`src/rtl/cube_color_tracker.sv`:
```
// Tracks which pyramid cube tops Q*bert has changed and derives lit count, change pulse and win flag.
// Latency: done_move at cycle t updates outputs at t+SAMPLE_DLY+2; start clears outputs at s+1.
// No backpressure: done_move arriving while a sample is pending is dropped; a paused move is held in pend.
module cube_color_tracker #(
    parameter int N_CUBE     = 28,
    parameter int MODE       = 0,
    parameter int SAMPLE_DLY = 2
) (
    input  logic              CLK_33,
    input  logic              reset,
    input  logic              e_start_qb,
    input  logic              e_pause_qb,
    input  logic              done_move,
    input  logic [N_CUBE-1:0] position_qb,
    output logic [N_CUBE-1:0] color_state,
    output logic [4:0]        lit_count,
    output logic              cube_changed,
    output logic [4:0]        cube_idx,
    output logic              win,
    output logic              pos_err
);

    typedef enum logic [2:0] {
        IDLE  = 3'd0,
        RUN   = 3'd1,
        DELAY = 3'd2,
        APPLY = 3'd3,
        WIN   = 3'd4
    } state_t;

    localparam logic [4:0] LIT_MAX  = 5'(N_CUBE);
    localparam logic [3:0] DLY_LOAD = 4'(SAMPLE_DLY);

    state_t     state;
    logic       pend;
    logic [3:0] dly_cnt;

    // Position decode: presence, multiplicity and binary index of the set bit(s).
    logic       pos_any;
    logic       pos_many;
    logic [4:0] pos_bin;
    logic       pos_ok;

    // Landing outcome for the sampled position.
    logic       hit;
    logic       apply_flip;
    logic [4:0] apply_cnt;

    // Decode the one-hot position into a binary index and flag malformed vectors.
    always_comb begin
        pos_any  = 1'b0;
        pos_many = 1'b0;
        pos_bin  = '0;
        for (int i = 0; i < N_CUBE; i++) begin
            if (position_qb[i]) begin
                pos_many = pos_many | pos_any;
                pos_any  = 1'b1;
                pos_bin  = pos_bin | 5'(i);
            end
        end
        pos_ok = pos_any & ~pos_many;
    end

    // Work out whether this landing changes the cube and what the lit count becomes (saturating).
    always_comb begin
        hit        = color_state[pos_bin];
        apply_flip = pos_ok & ((MODE != 0) | ~hit);
        apply_cnt  = lit_count;
        if (apply_flip) begin
            if (hit) begin
                apply_cnt = (lit_count == 5'd0) ? 5'd0 : lit_count - 5'd1;
            end else begin
                apply_cnt = (lit_count >= LIT_MAX) ? LIT_MAX : lit_count + 5'd1;
            end
        end
    end

    // Control FSM with registered outputs; start has priority over every other event.
    always_ff @(posedge CLK_33) begin
        if (reset) begin
            state        <= IDLE;
            pend         <= 1'b0;
            dly_cnt      <= '0;
            color_state  <= '0;
            lit_count    <= '0;
            cube_changed <= 1'b0;
            cube_idx     <= '0;
            win          <= 1'b0;
            pos_err      <= 1'b0;
        end else begin
            cube_changed <= 1'b0;
            pos_err      <= 1'b0;
            if (e_start_qb) begin
                state       <= RUN;
                pend        <= 1'b0;
                dly_cnt     <= '0;
                color_state <= '0;
                lit_count   <= '0;
                cube_idx    <= '0;
                win         <= 1'b0;
            end else begin
                case (state)
                    IDLE: begin
                        // Waiting for a level start; moves are ignored.
                    end
                    RUN: begin
                        if ((done_move || pend) && !e_pause_qb) begin
                            pend    <= 1'b0;
                            dly_cnt <= DLY_LOAD;
                            state   <= DELAY;
                        end else if (done_move) begin
                            pend <= 1'b1;
                        end
                    end
                    DELAY: begin
                        // Keeps counting through a pause so the sample point stays fixed.
                        if (dly_cnt <= 4'd1) begin
                            dly_cnt <= '0;
                            state   <= APPLY;
                        end else begin
                            dly_cnt <= dly_cnt - 4'd1;
                        end
                    end
                    APPLY: begin
                        if (!pos_ok) begin
                            pos_err <= 1'b1;
                        end
                        if (apply_flip) begin
                            color_state[pos_bin] <= ~hit;
                            cube_changed         <= 1'b1;
                            cube_idx             <= pos_bin;
                        end
                        lit_count <= apply_cnt;
                        if (apply_cnt == LIT_MAX) begin
                            win   <= 1'b1;
                            state <= WIN;
                        end else begin
                            state <= RUN;
                        end
                    end
                    WIN: begin
                        // Board frozen until the next start or reset.
                    end
                    default: state <= IDLE;
                endcase
            end
        end
    end

endmodule

```
`config.mk`:
```
export PLATFORM = sky130hd
export DESIGN_NAME = cube_color_tracker
export DESIGN_NICKNAME = d
export VERILOG_FILES = /design/src/rtl/cube_color_tracker.sv
export SDC_FILE = /design/constraint.sdc
export NUM_CORES = 1
export LEC_CHECK = 0
export ABC_AREA = 1
export CELL_PAD_IN_SITES_DETAIL_PLACEMENT = 0
export CELL_PAD_IN_SITES_GLOBAL_PLACEMENT = 1
export CORE_MARGIN = 8
export CORE_UTILIZATION = 35
export CTS_BUF_LIST = sky130_fd_sc_hd__clkbuf_16
export DETAILED_ROUTE_END_ITERATION = 6
export GPL_ROUTABILITY_DRIVEN = 0
export GPL_TIMING_DRIVEN = 0
export PLACE_DENSITY = 0.81
export SETUP_SLACK_MARGIN = 0.1
export SLEW_MARGIN = 40
export SYNTH_ARGS = -nofsm -noshare
export SYNTH_HDL_FRONTEND = slang
export SYNTH_SLANG_ARGS = --single-unit
```
`constraint.sdc`:
```
create_clock -name CLK_33 -period 3.4 [get_ports CLK_33]
set_input_delay 0.68 -clock CLK_33 [delete_from_list [all_inputs] [get_ports CLK_33]]
set_output_delay 0.68 -clock CLK_33 [all_outputs]
set_load 0.02 [all_outputs]
```
==> results of run 1 <==
worst register-to-register path, stage by stage (launching register included):
cell	delay, ns
dfxtp_1	0.33
inv_1	0.07
nand2_1	0.06
nor2_1	0.31
nor2_1	0.20
nor2_1	0.38
a21boi_2	0.35
a22oi_1	0.13
nor2_1	0.10
stage by stage:
step,instance area [sq um],cells
global route,4970,846
CTS,4690,829
detailed placement,4430,816
global placement,4430,816
finish,4970,846
floorplan,3550,612
per-layer routing:
layer	vias up	routed length, microns	global-route usage (%)	part of all wire (%)
met1	1923	5510	22.4	46
li1	2159	-	-	-
met5	-	0	0	0
met4	0	59	3.41	0.49
met2	127	5520	28.6	46
met3	4	883	3.93	7.4
registers in the layout (all words and copies together) (netlist names):
register,flops
dly_cnt,4
lit_count,5
pend,1
win,1
cube_changed,1
cube_idx,5
pos_err,1
color_state,28
state,3
kinds of logic (layout without fill, tap and decap cells):
family	after synthesis	after routing	share of synthesized area, %
XOR/XNOR	2	2	0.493
adder cells (fa/ha/maj)	4	4	1.41
AO/OA/AOI/OAI	94	94	14.9
flip-flops	49	49	27.6
AND/OR/NAND/NOR	383	383	46.6
buffers and inverters	80	181	8.98
final cells by class:
type	count	area [sq um]	share of cell area [%]
Tap cell	133	166	3.35
Inverter	63	239	4.80
Clock inverter	3	26.3	0.528
Buffer	17	97.6	1.96
Timing Repair Buffer	93	940	18.9
Clock buffer	5	125	2.52
Multi-Input combinational cell	483	2400	48.2
Sequential cell	49	981	19.7
path summary, 6_finish.rpt:
| kind | start | endpoint | cells after the start |
|---|---|---|---|
| max | position_qb[15] | color_state[27] | 19 |
| min | dly_cnt[2] | dly_cnt[2] | 1 |
| max reg2reg | state[2] | cube_idx[0] | 8 |
| min reg2reg | dly_cnt[2] | dly_cnt[2] | 1 |
cells in the mapped netlist (all sizes together), types with 4 or more instances:
| master | instances |
|---|---|
| dfxtp | 49 |
| buf | 5 |
| ha | 4 |
| o21ai | 35 |
| nand3 | 34 |
| nand4 | 16 |
| nor3 | 7 |
| a22oi | 5 |
| inv | 62 |
| clkbuf | 12 |
| a21oi | 46 |
| nand2 | 194 |
| nor2 | 128 |
power by group through the flow:
stage	clock (W)	combinational [W]	sequential [W]
2_1_floorplan	0	0.000112	0.000605
3_3_place_gp	0	0.000200	0.000603
3_5_place_dp	0	0.000201	0.000603
4_1_cts	0.000525	0.000210	0.000589
5_1_grt	0.000556	0.000251	0.000590
6_report	0.000518	0.000227	0.000589
timing repair:
action,in CTS,in global routing
buffers inserted,5,15
pin swaps,4,18
gates cloned,0,2
setup endpoints to repair,36,39
gates resized for setup,15,46
==> impl_metrics.env, run 1 <==
export IMPL_status="completed"
export IMPL_grt_pass1_wl_microns=19100
export IMPL_setup_viol=0
export IMPL_max_stage_delay_ns=0.48
export IMPL_cellPowerDensity_nw_per_um2=268
export IMPL_slowest_stage="clkdlybuf4s50_1"
export IMPL_r2r_setup_slack_ns=1.41
export IMPL_hold_ws_ns=0.443
export IMPL_chipHeight_microns=117
export IMPL_syn_area_sq_um=3550
export IMPL_hold_buffers=0
export IMPL_ys_seq_area_share_pct=27.6
export IMPL_critPathKind="in -> reg"
export IMPL_finalClockSkew_ns=0.00772
export IMPL_ys_async_sr_fraction_pct=0
export IMPL_dp_slack_ns=-0.558
export IMPL_internal_power_w=0.000953
export IMPL_start_util_pct=36.2
export IMPL_ys_ff_latch=49
export IMPL_critPathTopFamily="simple AND/OR/NAND/NOR gates"
export IMPL_cts_htree_levels=2
export IMPL_num_io_pins=74
export IMPL_crit_fanout=10
export IMPL_core_sq_um=9820
export IMPL_power_w=0.00133
export IMPL_synth_ff_type="dfxtp_1"
export IMPL_grt_overflow_total=0
export IMPL_clk_latency_ns=0.29
export IMPL_clkSinkCount=49
export IMPL_dp_hpwl_microns=8870
export IMPL_avgSynthCellArea_sq_um=5.81
export IMPL_layout_commonest_cell="nand2_1"
export IMPL_combPwrFrac_pct=17.0
export IMPL_fin_tns_setup_ns=0
export IMPL_clk_pin_slew_worst_paths_ns=0.07
export IMPL_crit_top_cell="nand2_1"
export IMPL_syn2layout_area_growth_pct=40.0
export IMPL_finalNetCount=749
export IMPL_hold_class="reg -> reg"
export IMPL_min_period_ns=3.12
export IMPL_cts_tree="yes"
export IMPL_p_sw_share_pct=28.5
export IMPL_dieArea_sq_um=13600
export IMPL_path_cells="clkdlybuf4s50_1, nor2_1, nand2_1, nor2_4, nand2_4, buf_6, nand2_1, nand2_1, nand2_1, nand3_1, nand3_1, nand2_2, a21oi_4, a31oi_4, nor3_4, buf_12, buf_2, nand2_1, a21oi_1"
export IMPL_rsz0062_at_grt="false"
export IMPL_fmax_mhz=320
export IMPL_required_ns=3.62
export IMPL_arrival_ns=3.34
export IMPL_vias_per_cell=4.98
export IMPL_syn_num_nets=649
export IMPL_drv_cap=0
export IMPL_antennaDiodeCount=0
export IMPL_nFillCells=1088
export IMPL_cts_root_buf="clkbuf_16"
export IMPL_wl_microns=12000
export IMPL_drt_pre_antenna_iters=5
export IMPL_crit_path_end_kind="flip-flop"
export IMPL_seqPwrFrac_pct=44.2
export IMPL_drc_errors=0
export IMPL_numCtsBuffers=5
export IMPL_period_share_pct=91.9
export IMPL_slew_headroom_pct=59.2
export IMPL_p_sw_w=0.000381
export IMPL_synth_edf_count=0
export IMPL_setup_ws_ns=0.276
export IMPL_p_clk_share_pct=38.8
export IMPL_leakage_nw=2.20
export IMPL_synth_cell_type_count=37
export IMPL_ant_nets=0
export IMPL_rows=36
export IMPL_max_slew_worst_pin_slew_ns=0.613
export IMPL_grt_max_degree=18
export IMPL_grt_antenna_before_repair=0
export IMPL_worst_path_buf_inv=4
export IMPL_wl_per_cell_microns=14.2
export IMPL_grt_pass1_vias=3945
export IMPL_grt_total_usage_pct=17.3
export IMPL_drt_iter0_drc=306
export IMPL_syn_instance_count=612
export IMPL_port_buffers=71
export IMPL_startpoint_type="input pin"
export IMPL_timing_hold_violations_final=0
export IMPL_cts_buffer_depth=2
export IMPL_synth_warnings=0
export IMPL_vias=4213
export IMPL_drive_gt1_share_pct=12.6
export IMPL_synth_area_leaders="dfxtp_1, nand2_1, nor2_1"
export IMPL_max_vdd_ir_drop_uv=210
export IMPL_slew_viol_final=0
export IMPL_yosys_area_top_type="dfxtp_1"
export IMPL_netlist_area_leader_share_pct=27.6
export IMPL_die_w_microns=117
export IMPL_layout_common_cells="nand2_1, nor2_1, clkdlybuf4s50_1"
export IMPL_finalCoreUtilization_pct=50.7
Note: power is estimated with default switching activity, not from simulation.
==> run 2: changes to the inputs <==
--- a/config.mk
+++ b/config.mk
@@ -14,7 +14,7 @@
 export DETAILED_ROUTE_END_ITERATION = 6
 export GPL_ROUTABILITY_DRIVEN = 0
 export GPL_TIMING_DRIVEN = 0
-export PLACE_DENSITY = 0.81
+export PLACE_DENSITY = 0.78
 export SETUP_SLACK_MARGIN = 0.1
 export SLEW_MARGIN = 40
 export SYNTH_ARGS = -nofsm -noshare
==> run 2 against run 1 <==
Effect of this change: fmax fell by 1.9%; sequential cell count did not move; largest cell class unchanged; worst hold slack improved by 0.00057 ns; via count fell by 0.38%; total power fell by 1.6%; highest routed layer unchanged; critical path type unchanged; critical path depth fell by 3; critical endpoint is now color_state[21].
==> impl_metrics.env, run 2 (synthesis results as in run 1) <==
export IMPL_cellPowerDensity_nw_per_um2=265
export IMPL_busiest_layer="met2"
export IMPL_p_clk_share_pct=37.5
export IMPL_dp_slack_ns=-0.562
export IMPL_drv_cap=0
export IMPL_layout_commonest_cell="nand2_1"
export IMPL_slew_headroom_pct=59.3
export IMPL_top_regs="color_state: 28 flops, cube_idx: 5 flops, lit_count: 5 flops"
export IMPL_num_io_pins=74
export IMPL_p_sw_share_pct=27.7
export IMPL_die_w_microns=117
export IMPL_cts_tree="yes"
export IMPL_min_period_ns=3.18
export IMPL_leakage_nw=2.21
export IMPL_crit_path_end_kind="flip-flop"
export IMPL_max_vdd_ir_drop_uv=211
export IMPL_fmax_mhz=314
export IMPL_finalClockSkew_ns=0.00806
export IMPL_clk_latency_ns=0.29
export IMPL_grt_antenna_before_repair=0
export IMPL_numCtsBuffers=5
export IMPL_cts_htree_levels=2
export IMPL_drive_gt1_share_pct=11.8
export IMPL_wl_microns=12000
export IMPL_drt_iter0_drc=210
export IMPL_grtUsageMet1_pct=21.9
export IMPL_vias_per_cell=4.97
export IMPL_cts_buffer_depth=2
export IMPL_power_w=0.00131
export IMPL_rsz0062_at_grt="false"
export IMPL_gr_usage_met3_pct=3.88
export IMPL_status="completed"
export IMPL_hold_buffers=0
export IMPL_slew_viol_final=0
export IMPL_combPwrFrac_pct=17.6
export IMPL_internal_power_w=0.000949
export IMPL_placed_cell_area_sq_um=4430
export IMPL_cts_root_buf="clkbuf_16"
export IMPL_largest_register="color_state"
export IMPL_path_cells="clkdlybuf4s50_1, nor2_4, nand2_2, inv_2, nand3_2, nor2_4, nand3_2, o21ai_4, nand4_1, nor2_4, a31oi_4, nor3_4, buf_12, buf_4, nand2_1, a21oi_1"
export IMPL_p_sw_w=0.000363
export IMPL_ant_nets=0
export IMPL_finalNetCount=747
export IMPL_drc_errors=0
export IMPL_layout_common_cells="nand2_1, nor2_1, clkdlybuf4s50_1"
export IMPL_setup_viol=0
export IMPL_rows=36
export IMPL_final_cells=844
export IMPL_max_slew_worst_pin_slew_ns=0.610
export IMPL_final_cell_area_sq_um=4940
export IMPL_critPathKind="in -> reg"
export IMPL_clkSinkCount=49
export IMPL_dieArea_sq_um=13600
export IMPL_setup_ws_ns=0.217
export IMPL_drt_pre_antenna_iters=5
export IMPL_arrival_ns=3.40
export IMPL_period_share_pct=93.6
export IMPL_ff2ff_path_depth=7
export IMPL_chipHeight_microns=117
export IMPL_min_delay_path_depth=1
export IMPL_antennaDiodeCount=0
export IMPL_slowest_stage="clkdlybuf4s50_1"
export IMPL_timing_hold_violations_final=0
export IMPL_seqPwrFrac_pct=44.9
export IMPL_clk_pin_slew_worst_paths_ns=0.07
export IMPL_required_ns=3.61
export IMPL_largest_register_ff_count=28
export IMPL_vias=4197
export IMPL_max_stage_delay_ns=0.50
export IMPL_grt_overflow_total=0
export IMPL_core_sq_um=9820
export IMPL_dp_hpwl_microns=8960
export IMPL_port_buffers=71
export IMPL_syn2layout_area_growth_pct=39.2
export IMPL_grt_total_usage_pct=17.5
export IMPL_grt_pass1_vias=4020
export IMPL_start_util_pct=36.2
export IMPL_crit_top_cell="nor2_4"
export IMPL_gr_usage_met2_pct=30.1
export IMPL_grt_pass1_wl_microns=19400
export IMPL_grt_max_degree=16
export IMPL_wl_per_cell_microns=14.2
export IMPL_crit_fanout=7
export IMPL_dp_cells=816
export IMPL_hold_class="reg -> reg"
export IMPL_startpoint_type="input pin"
==> run 2: critical path, delay by kind of cell <==
| family | cells | cell delay (ns) |
|---|---|---|
| AO/OA/AOI/OAI | 3 | 0.48 |
| buffers and inverters | 4 | 0.91 |
| AND/OR/NAND/NOR | 9 | 1.31 |
==> run 2: metal layers <==
metal  up-vias  part of all wire [%]
met3         6                   6.9
met1      1930                    46
met2       103                    47
met4         0                  0.63
li1       2158                     -
met5         -                     0
==> run 2: repair_timing <==
| action | in CTS | in global routing |
|---|---|---|
| setup buffers | 5 | 13 |
| hold endpoints to repair | 0 | 0 |
| pin swaps | 4 | 17 |
| gates resized for setup | 18 | 46 |
| setup endpoints to repair | 36 | 36 |
| gates cloned | 0 | 2 |
==> run 2: cell type report <==
cell class / instances / area (sq um)
multi-input cells: 483 / 2390
well taps: 133 / 166
repair buffers: 91 / 922
clock buffers: 5 / 125
inverters: 63 / 239
plain buffers: 17 / 103
fillers: 1079 / 4870
clock inverters: 3 / 17.5
flip-flops and latches: 49 / 981
==> run 2: per-stage QoR <==
step           setup TNS [ns]  utilization [%]  hold WS (ns)
5_1_grt                     0             50.4         0.454
4_1_cts                     0             47.8         0.443
6_report                    0             50.4         0.443
2_1_floorplan               0                -         0.414
3_3_place_gp           -15.58             45.1         0.429
3_5_place_dp           -16.51             45.1         0.433
==> run 2: path summary, 6_finish.rpt <==
check	end	slack (ns)	from
setup / recovery	color_state[21]	0.22	position_qb[14]
hold / removal	dly_cnt[2]	0.44	dly_cnt[2]
setup reg to reg	cube_idx[4]	1.24	state[1]
hold reg to reg	dly_cnt[2]	0.44	dly_cnt[2]
==> run 2: power by group through the flow <==
| stage | Sequential [W] | Clock, W | Combinational [W] |
|---|---|---|---|
| after floorplan | 0.000605 | 0 | 0.000112 |
| after global placement | 0.000603 | 0 | 0.000200 |
| after detailed placement | 0.000603 | 0 | 0.000203 |
| after CTS | 0.000589 | 0.000512 | 0.000213 |
| after global routing | 0.000590 | 0.000530 | 0.000252 |
| final | 0.000589 | 0.000492 | 0.000231 |
==> edit (flow settings as in run 2) <==
`N_CUBE`: 28 -> 56.
--- a/src/rtl/cube_color_tracker.sv
+++ b/src/rtl/cube_color_tracker.sv
@@ -4,3 +4,3 @@
 module cube_color_tracker #(
-    parameter int N_CUBE     = 28,
+    parameter int N_CUBE     = 56,
     parameter int MODE       = 0,
Ports: changed (resized color_state and position_qb); port bits go from 74 to 130. No check against the original RTL was run, so the function may have changed too.
==> edit against run 2 <==
- the flow now finishes with violations (setup timing)
- wire length grew 36%
- core utilization grew 3.9 points
- area after synthesis grew 19%
- global-route usage grew 2.1 points
- power grew 20%
- setup slack lost 1900 ps
- cell area grew 31%
- sequential cell count grew 4
- clock skew grew 2.8 ps
- largest cell class unchanged
- highest routed layer unchanged
==> edit: results (changes against run 2) <==
| Metric | Value |
|---|---|
| Most frequent cells after synthesis | `140 x nor2_1, 113 x nand2_1, 93 x inv_1` |
| Post_cts resized | `67 (+49)` |
| Hpwl dp | `12100 um (+35%)` |
| M2 GR Usage | `31.9% (+1.8 points)` |
| Max stage delay on crit path | `220 ps (-280 ps)` |
| Rel. slew slack | `38.8% (-21 points)` |
| Layout Nets | `940 (+26%)` |
| Area contributors post-synth | `dfxtp_1 25%, nor2_1 12%, nand2_1 10%` |
| Max VDD drop | `0.200 mV (-5.2%)` |
| Post-route setup slack | `-1680 ps (-1900 ps)` |
| Clock network latency to the later pin of the worst-skew pair | `310 ps (+20 ps)` |
| Yosys cell types | `42 (+14%)` |
| Synth Area in XOR/XNOR | `0.825% (+0.33 points)` |
| Sequential element share of the synthesized area | `25.0% (-2.6 points)` |
| Biggest regs | `color_state (32), cube_idx (5), lit_count (5)` |
| Synth Area in Compound Gates | `17.7% (+2.8 points)` |
| Synth Area in Adders | `1.47% (+0.066 points)` |
| Start of the worst register-to-register path | `color_state[31]` |
| Status | `complete, but fails checks` |
| Crit-path leading delay family | `simple AND/OR/NAND/NOR gates` |
| Finished Layout Cells | `1022 (+21%)` |
| Mapped Cells | `694 (+13%)` |
| Crit-path max FO | `8 (+1)` |
| Initial DRC Count | `447 (+110%)` |
| Via/cell ratio | `5.25 (+5.6%)` |
| Clock skew | `10.9 ps (+2.82 ps)` |
| Met2 WL | `7470 um (+34%)` |
| Initial antenna violation count | `0 (unchanged)` |
| Data arrival, critical path | `5320 ps (+1920 ps)` |
| Post-synth EDFFs | `0 (unchanged)` |
| First-pass GRT wire length | `25700 um (+32%)` |
| WL met1 | `7260 um (+32%)` |
| Total CTS buffers | `5 (unchanged)` |
| Largest net degree at the start of global routing | `19 (+3)` |
| Hold Startpoint | `win` |
| Post-Route WL | `16300 um (+36%)` |
| Setup Buffers After CTS | `28 (+23)` |
| CP max stage cell | `clkdlybuf4s15_2` |
| CP Launch Point | `position_qb[6]` |
| Number of global-route vias before repair | `5048 (+26%)` |
| Share of layout cells above drive strength 1 | `22.2% (+10 points)` |
| Failing checks | `setup timing` |
| Ys Warns | `0 (unchanged)` |
| Post-Place Cells | `970 (+19%)` |
| Initial DRT Pass Iterations | `5 (unchanged)` |
| I/O Buffers | `105 (+48%)` |
| Clock root buffer | `clkbuf_16` |
| # setup viols final | `47 (+47)` |
| Met3 usage | `4.14% (+0.26 points)` |
| Int Power | `1.09 mW (+14%)` |
| Placed instance area | `5610 um2 (+27%)` |
| Largest register by flop count | `color_state` |
| Post-synthesis mux area share | `0% (unchanged)` |
| Leak | `2.74 nW (+24%)` |
| Met1 Use GR | `25.0% (+3.1 points)` |
| Met3 Wirelength | `1240 um (+50%)` |
| Total GRT Usage | `19.5% (+2.1 points)` |
-- edit: power groups by stage --
stage               Combinational, mW  Sequential [mW]  Clock [mW]
global placement                0.336            0.653           0
finish                          0.401            0.640       0.541
CTS                             0.364            0.639       0.548
floorplan                       0.184            0.658           0
global route                    0.433            0.642       0.574
detailed placement              0.338            0.654           0
-- edit: through the flow --
step | setup slack, ps | TNS, ps
final | -1680 | -75120
after global routing | -2140 | -95770
after CTS | -1580 | -69230
after detailed placement | -2460 | -108860
after global placement | -2540 | -111970
after floorplan | -1130 | -48050
-- edit: path summary, 6_finish.rpt --
path / endpoint / slack, ps / depth (start not counted)
setup / recovery: color_state[26] / -1680 / 37
hold / removal: win / 460 / 2
setup reg to reg: color_state[26] / 730 / 12
hold reg to reg: win / 460 / 2
-- edit: area by class of cell --
class	count	area, um2
buffer	40	303
multi-input combinational	530	2970
fill	1216	5450
clock buffer	5	125
inverter	94	353
tap	147	184
clock inverter	3	26.3
sequential	53	1060
timing repair buffer	150	1440
